--- config.mk ---
export PLATFORM = sky130hd
export DESIGN_NAME = clkdiv_ce_flat
export DESIGN_NICKNAME = d
export VERILOG_FILES = /design/src/rtl/clkdiv_ce_if.sv /design/src/rtl/clkdiv_ce.sv /design/src/flat_wrapper.sv
export SDC_FILE = /design/constraint.sdc
export NUM_CORES = 1
export LEC_CHECK = 0
export CAP_MARGIN = 20
export CORE_MARGIN = 2
export CORE_UTILIZATION = 56
export CTS_CLUSTER_SIZE = 28
export DETAILED_ROUTE_END_ITERATION = 10
export PLACE_DENSITY = 0.87
export SKIP_CTS_REPAIR_TIMING = 1
export SLEW_MARGIN = 15
export SYNTH_ARGS = -nofsm -noshare
export SYNTH_HDL_FRONTEND = slang
export SYNTH_SLANG_ARGS = --single-unit
--- constraint.sdc ---
create_clock -name hclkin -period 6.6 [get_ports hclkin]
set_input_delay 1.65 -clock hclkin [delete_from_list [all_inputs] [get_ports hclkin]]
set_output_delay 1.65 -clock hclkin [all_outputs]
set_load 0.02 [all_outputs]
--- src/rtl/clkdiv_ce_if.sv ---
// clkdiv_ce_if: ratio request handshake between a requester and the clock divider.
interface clkdiv_ce_if #(parameter int WIDTH = 8);
    logic [WIDTH-1:0] div_in;
    logic             div_valid;
    logic             div_ready;
    logic             div_err;
    modport master (output div_in, div_valid, input div_ready, div_err);
    modport slave (input div_in, div_valid, output div_ready, div_err);
endinterface

--- src/rtl/clkdiv_ce.sv ---
// clkdiv_ce: fabric clock divider producing a clock-enable strobe, a balanced square wave
// and a phase count, with period-aligned ratio reprogramming and one-cycle calibration slips.
module clkdiv_ce #(
    parameter int WIDTH       = 8,
    parameter int DIV_DEFAULT = 4
) (
    input  logic             hclkin,
    input  logic             reset,
    input  logic             enable,
    input  logic             calib,
    clkdiv_ce_if.slave       bus,
    output logic             ce,
    output logic             clkout,
    output logic [WIDTH-1:0] phase,
    output logic [WIDTH-1:0] div_cur
);
    logic             calib_q, adv, wrap, accept, legal;
    logic [WIDTH-1:0] pend, phase_n, div_n, half;
    always_comb begin
        adv     = enable & ~(calib & ~calib_q);
        wrap    = adv & (phase == div_cur - WIDTH'(1));
        accept  = bus.div_valid & bus.div_ready;
        legal   = bus.div_in >= WIDTH'(2);
        phase_n = adv ? (wrap ? '0 : phase + WIDTH'(1)) : phase;
        // a ratio accepted in its own wrap cycle bypasses the pending register
        div_n   = wrap ? (~bus.div_ready ? pend : (accept & legal ? bus.div_in : div_cur)) : div_cur;
        half    = (div_n >> 1) + {{(WIDTH-1){1'b0}}, div_n[0]};
    end
    always_ff @(posedge hclkin) begin
        if (reset) begin
            phase         <= '0;
            div_cur       <= WIDTH'(DIV_DEFAULT);
            clkout        <= 1'b1;
            ce            <= 1'b0;
            bus.div_err   <= 1'b0;
            bus.div_ready <= 1'b1;
            pend          <= '0;
            calib_q       <= 1'b0;
        end else begin
            phase         <= phase_n;
            div_cur       <= div_n;
            clkout        <= phase_n < half;
            ce            <= wrap;
            bus.div_err   <= accept & ~legal;
            bus.div_ready <= wrap | (bus.div_ready & ~(accept & legal));
            pend          <= accept & legal ? bus.div_in : pend;
            calib_q       <= calib;
        end
    end
endmodule

--- src/flat_wrapper.sv ---
// flat-port wrapper written by rule: the top's interface ports become plain ports
module clkdiv_ce_flat 
#(
    parameter int WIDTH       = 8,
    parameter int DIV_DEFAULT = 4
)
  (hclkin, reset, enable, calib, ce, clkout, phase, div_cur, bus_div_in, bus_div_valid, bus_div_ready, bus_div_err);
  clkdiv_ce_if #(.WIDTH(WIDTH)) bus_i ();
  input  logic hclkin;
  input  logic reset;
  input  logic enable;
  input  logic calib;
  output logic ce;
  output logic clkout;
  output logic [WIDTH-1:0] phase;
  output logic [WIDTH-1:0] div_cur;
  input wire logic [$bits(bus_i.div_in)-1:0] bus_div_in;
  input wire logic [$bits(bus_i.div_valid)-1:0] bus_div_valid;
  output wire logic [$bits(bus_i.div_ready)-1:0] bus_div_ready;
  output wire logic [$bits(bus_i.div_err)-1:0] bus_div_err;
  assign bus_i.div_in = bus_div_in;
  assign bus_i.div_valid = bus_div_valid;
  assign bus_div_ready = bus_i.div_ready;
  assign bus_div_err = bus_i.div_err;
  clkdiv_ce #(.WIDTH(WIDTH), .DIV_DEFAULT(DIV_DEFAULT)) u_core (.hclkin(hclkin), .reset(reset), .enable(enable), .calib(calib), .bus(bus_i), .ce(ce), .clkout(clkout), .phase(phase), .div_cur(div_cur));
endmodule
After elaboration in Yosys (flattened, before gate mapping):

Index checks and enable logic that the tools add are counted.

* bits of input ports: 13
* output and inout bits: 20
* bits in registers: 29
* word-level logic and storage cells: 31

* mux-type cells: 5
* bitwise logic cells: 12
* equal/unequal tests: 1
* $add $sub $neg: 3
* $lt $le $gt $ge: 2

Operators with widths (count)
* 2-to-1 mux 8 bit: 5
* adder 7 x 1 -> 8 bit: 1
* adder 8 x 1 -> 8 bit, second input constant: 1
* equality test 8 bit: 1
* greater-or-equal comparator 8 x 2 -> 1 bit, second input constant: 1
* < comparator 8 bit: 1
* subtractor 8 x 1 -> 8 bit, second input constant: 1
* AND 1 bit: 7
* NOT 1 bit: 4
* OR 1 bit: 1

Logic depth before layout (Yosys ltp):

* depth in word-level cells: 8
* gate-level depth with buffers: 21
* gate-level depth less buffers: 19

Worst setup path before layout:

OpenSTA, ideal clock, no wires.

* path type: input-to-reg
* from: input port calib
* to: register u_core.clkout
* path slack: 1.682 ns
* data arrival time: 4.801 ns
* data required time: 6.483 ns
* stages: 20
* setup time: 0.117 ns
* buffers on the path: 2
* path through: inv_1 > o21a_1 > nand3_1 > a2111oi_4 > o21a_1 > buf_4 > buf_2 > nand2_1 > o21ai_0 > ha_1 > ha_1 > inv_1 > a221o_1 > nor4_2 > xor2_1 > ha_1 > nand4_1 > nor2_1 > o21ai_0 > o22a_1

* longest elaborated chain between the ends: 7
* elaborated cells between the ends (all ways): 9
* classes of those cells: add/sub (1); order compare (1); mux (3); bitwise (4)

Ends and longest elaborated chain
* start, declared: RTL line flat_wrapper.sv:12 `input logic calib;`
* AND 1 bit: RTL line clkdiv_ce.sv:20 `adv = enable & ~(calib & ~calib_q);`
* NOT 1 bit: RTL line clkdiv_ce.sv:20
* AND 1 bit: RTL line clkdiv_ce.sv:20
* AND 1 bit: RTL line clkdiv_ce.sv:21 `wrap = adv & (phase == div_cur - WIDTH'(1));`
* 2-to-1 mux 8 bit: RTL line clkdiv_ce.sv:26 `div_n = wrap ? (~bus.div_ready ? pend : (accept & legal ? bus.div_in : div_cur)) : div_cur;`
* net u_core.div_n[0]: RTL line clkdiv_ce.sv:18 `logic [WIDTH-1:0] pend, phase_n, div_n, half;`
* adder 7 x 1 -> 8 bit: RTL line clkdiv_ce.sv:27 `half = (div_n >> 1) + {{(WIDTH-1){1'b0}}, div_n[0]};`
* < comparator 8 bit: RTL line clkdiv_ce.sv:42 `clkout <= phase_n < half;`
* end signal, assigned: RTL line clkdiv_ce.sv:42
* end, declared: RTL line clkdiv_ce.sv:13 `output logic clkout,`

The timed path passes the listed nets, and every way through them passes these cells.
A chain may end at the register's enable or synchronous reset.

Worst setup path in the final report:

Same ends and word-level chain as after synthesis.

==> insert_results.sql <==
INSERT INTO impl_metrics (metric_group, metric, value, unit) VALUES
('pwr', 'fin_total_pwr', '348', 'uW'),
('pwr', 'power.leakage', '0.000841', 'uW'),
('critical_path', 'cp_num_buf_inv', '4', ''),
('synthesis', 'synth_sequential_area_ratio', '31.9', '%'),
('cells_and_area', 'multiInputGateArea', '1140', 'um^2'),
('cells_and_area', 'layout-drive-gt1-share', '7.09', '%'),
('synthesis', 'synth_enable_flop_cells', '0', ''),
('floorplanning', 'floorplan.initialDensity', '59.1', '%'),
('timing', 'hold_viol', '0', ''),
('timing', 'finalMaxSlewViolations', '0', ''),
('critical_path', 'slack_of_the_worst_reg_to_reg_path', '2.23', 'ns'),
('global_route', 'antenna_found_initial', '0', ''),
('critical_path', 'crit-reg2reg-capture', 'u_core.clkout', ''),
('detailed_routing', 'count_of_vias_placed_by_the_detailed_router', '1650', ''),
('detailed_routing', 'drt-pass1-iter-count', '4', ''),
('clock_network', 'number_of_clock_sinks', '29', ''),
('critical_path', 'cpLargestDelayFamily', 'compound AO/OA/AOI/OAI gates', ''),
('placement', 'portBuffers', '32', ''),
('global_route', 'grt_pass1_vias', '1559', ''),
('floorplanning', 'die_h', '61.0', 'um'),
('critical_path', 'endpoint', 'u_core.clkout', ''),
('critical_path', 'critPathRequiredTime', '6.82', 'ns'),
('placement', 'worst_setup_slack_before_clock_tree_synthesis', '0.960', 'ns'),
('timing', 'final_min_period_over_clock_period', '81.6', '%'),
('cells_and_area', 'antenna_cells', '0', ''),
('cells_and_area', 'fin_nets', '277', ''),
('pwr', 'power.density', '157', 'nW/um^2'),
('cells_and_area', 'fin_area', '2210', 'um^2'),
('critical_path', 'critPathArrivalTime', '5.61', 'ns'),
('clock_network', 'tritoncts', 'done', ''),
('critical_path', 'r2r-start', 'u_core.phase[2]', ''),
('synthesis', 'synth.lib_cells_used.distinct', '46', ''),
('floorplanning', 'io_pins', '33', ''),
('timing', 'period_minus_slack', '5.39', 'ns'),
('synthesis', 'synth_ff_type', 'sky130_fd_sc_hd__dfxtp_1', ''),
('clock_network', 'clkLatencyLatePin', '0.33', 'ns'),
('detailed_routing', 'detailedRoute.firstIterationViolations', '137', ''),
('floorplanning', 'die_ar', '3720', 'um^2'),
('floorplanning', 'die_x', '61.0', 'um'),
('timing', 'setup-violations-final', '0', ''),
('detailed_routing', 'finalWirelength', '4330', 'um'),
('floorplanning', 'placeable_core_region', '3080', 'um^2'),
('clock_network', 'cts_inserted_buffers', '5', ''),
('synthesis', 'syn_area_per_cell', '8.23', 'um^2'),
('global_route', 'globalRouteOverflowTotal', '0', ''),
('critical_path', 'worst_path_most_repeated_cell', 'sky130_fd_sc_hd__ha_1', ''),
('cells_and_area', 'ff_latch_area', '581', 'um^2'),
('critical_path', 'cp_slowest_stage_delay', '0.53', 'ns'),
('run_status', 'run_status', 'completed', ''),
('synthesis', 'async_flop_share', '0', '%'),
('critical_path', 'critPathLaunch', 'calib', ''),
('detailed_routing', 'antenna_violating_nets_post_route', '0', ''),
('synthesis', 'synth-seq-cells', '29', ''),
('synthesis', 'synth_nets', '245', ''),
('floorplanning', 'fp-row-count', '20', ''),
('critical_path', 'endpoint_kind', 'flip-flop', ''),
('timing', 'max_slew.worst_pin.slew', '0.837', 'ns'),
('clock_network', 'clkSlewWorstSetupHoldPaths', '0.09', 'ns'),
('critical_path', 'crit_path_top_delay_cell', 'sky130_fd_sc_hd__a2111oi_4', ''),
('critical_path', 'rr_worst_depth', '19', ''),
('global_route', 'largest_net_degree_at_the_start_of_global_routing', '25', ''),
('critical_path', 'critical_path_class', 'in -> reg', ''),
('clock_network', 'cts_htree_levels', '2', ''),
('timing', 'clock_skew', '0.00855', 'ns'),
('global_route', 'global_route_wire_length_before_repair', '7140', 'um'),
('critical_path', 'critical_path.max_fanout', '19', ''),
('detailed_routing', 'post_drt_wl_per_cell', '14.5', 'um'),
('timing', 'maxSlewHeadroom', '44.1', '%'),
('placement', 'dpl-instance-area', '2140', 'um^2'),
('cells_and_area', 'final.fill_count', '240', ''),
('worst_hold_path', 'min_from', 'u_core.pend[0]', '');
worst min-delay path, stage by stage (launching register included):
cell and delay [ns]:
sky130_fd_sc_hd__dfxtp_1 0.32, sky130_fd_sc_hd__nand2_1 0.05, sky130_fd_sc_hd__a21oi_1 0.05
worst min-delay path by stage:
stage,to,depth (start not counted),slack [ns]
final,u_core.pend[0],2,0.46
after global routing,u_core.pend[1],2,0.49
after CTS,u_core.pend[0],2,0.46
after detailed placement,u_core.pend[7],2,0.45
after global placement,u_core.pend[0],2,0.44
after floorplan,u_core.pend[0],2,0.44
routing by layer:
metal | track usage [%] | vias up | routed length, um
li1 | - | 836 | -
met1 | 36.2 | 733 | 1970
met2 | 37.9 | 73 | 1940
met3 | 8.10 | 8 | 357
met4 | 12.4 | 0 | 62
met5 | 0 | - | 0
synth_stat cells, drive strengths merged (3+ instances only):
cell | instances | share of area [%]
o211ai | 3 | 2.0
nor2b | 4 | 1.4
nor4 | 3 | 1.7
nor3 | 6 | 1.7
o21a | 4 | 1.7
nand2 | 25 | 5.2
xor2 | 12 | 5.8
a22oi | 4 | 1.9
nand2b | 7 | 2.4
clkbuf | 5 | 1.0
xnor2 | 8 | 3.9
nand4 | 5 | 1.7
a21oi | 13 | 3.6
o21ai | 9 | 2.5
inv | 9 | 1.9
or2 | 3 | 1.0
o22ai | 3 | 1.0
nand3 | 6 | 1.7
dfxtp | 29 | 32
nor2 | 29 | 6.0
ha | 11 | 7.6
state kept, by name, indices dropped and copies added (netlist names):
name,flops
u_core.ce,1
u_core.clkout,1
u_core.bus.div_err,1
u_core.phase,8
u_core.calib_q,1
u_core.pend,8
u_core.bus.div_ready,1
u_core.div_cur,8
cell type report:
type	count	share of cell area (%)
multi-input combinational	174	51.5
sequential	29	26.3
timing repair buffer	33	14.9
clock buffer	7	2.95
tap	44	2.49
inverter	10	1.70
clock inverter	1	0.227
stage by stage:
step                util, %  instances
floorplan                 -        221
global placement       69.4        290
detailed placement     69.4        290
CTS                    71.7        298
global route           71.7        298
finish                 71.7        298
power by group:
group	total, uW	internal [uW]	switching [uW]
Clock	124	61.7	62.4
Sequential	185	180	5.45
Combinational	38.3	18.1	20.3
kinds of logic (layout without fill, tap and decap cells):
kind of cell / count (synthesis) / after routing / synth area share, %
compound gates: 49 / 49 / 19.9
xor+xnor: 20 / 20 / 9.64
fa+ha+maj: 11 / 11 / 7.57
buf+inv: 18 / 51 / 5.57
flops: 29 / 29 / 31.9
simple gates: 94 / 94 / 25.4
placed cells by master, fill, tap and decap left out, types with 2 or more instances in the layout:
| cell type | synthesis | final |
|---|---|---|
| sky130_fd_sc_hd__nand3b_1 | 2 | 2 |
| sky130_fd_sc_hd__inv_1 | 9 | 9 |
| sky130_fd_sc_hd__clkbuf_4 | 0 | 5 |
| sky130_fd_sc_hd__nand2_1 | 25 | 25 |
| sky130_fd_sc_hd__xor2_1 | 12 | 12 |
| sky130_fd_sc_hd__ha_1 | 11 | 11 |
| sky130_fd_sc_hd__o211ai_1 | 2 | 2 |
| sky130_fd_sc_hd__a21o_1 | 2 | 2 |
| sky130_fd_sc_hd__xnor2_1 | 8 | 8 |
| sky130_fd_sc_hd__o21a_1 | 4 | 4 |
| sky130_fd_sc_hd__o22ai_1 | 3 | 3 |
| sky130_fd_sc_hd__nand2b_1 | 7 | 7 |
| sky130_fd_sc_hd__nor2b_1 | 4 | 4 |
| sky130_fd_sc_hd__clkbuf_8 | 0 | 2 |
| sky130_fd_sc_hd__o21ai_0 | 8 | 8 |
| sky130_fd_sc_hd__nand4_1 | 5 | 5 |
| sky130_fd_sc_hd__nor3_1 | 6 | 6 |
| sky130_fd_sc_hd__nor2_1 | 29 | 29 |
| sky130_fd_sc_hd__dfxtp_1 | 29 | 29 |
| sky130_fd_sc_hd__clkdlybuf4s50_1 | 0 | 32 |
| sky130_fd_sc_hd__nand3_1 | 6 | 6 |
| sky130_fd_sc_hd__or2b_2 | 2 | 2 |
| sky130_fd_sc_hd__a22oi_1 | 3 | 3 |
| sky130_fd_sc_hd__nor4_2 | 2 | 2 |
| sky130_fd_sc_hd__a21oi_1 | 13 | 13 |
| sky130_fd_sc_hd__or2_2 | 2 | 2 |
No activity file was read; power rests on OpenSTA's default activity.
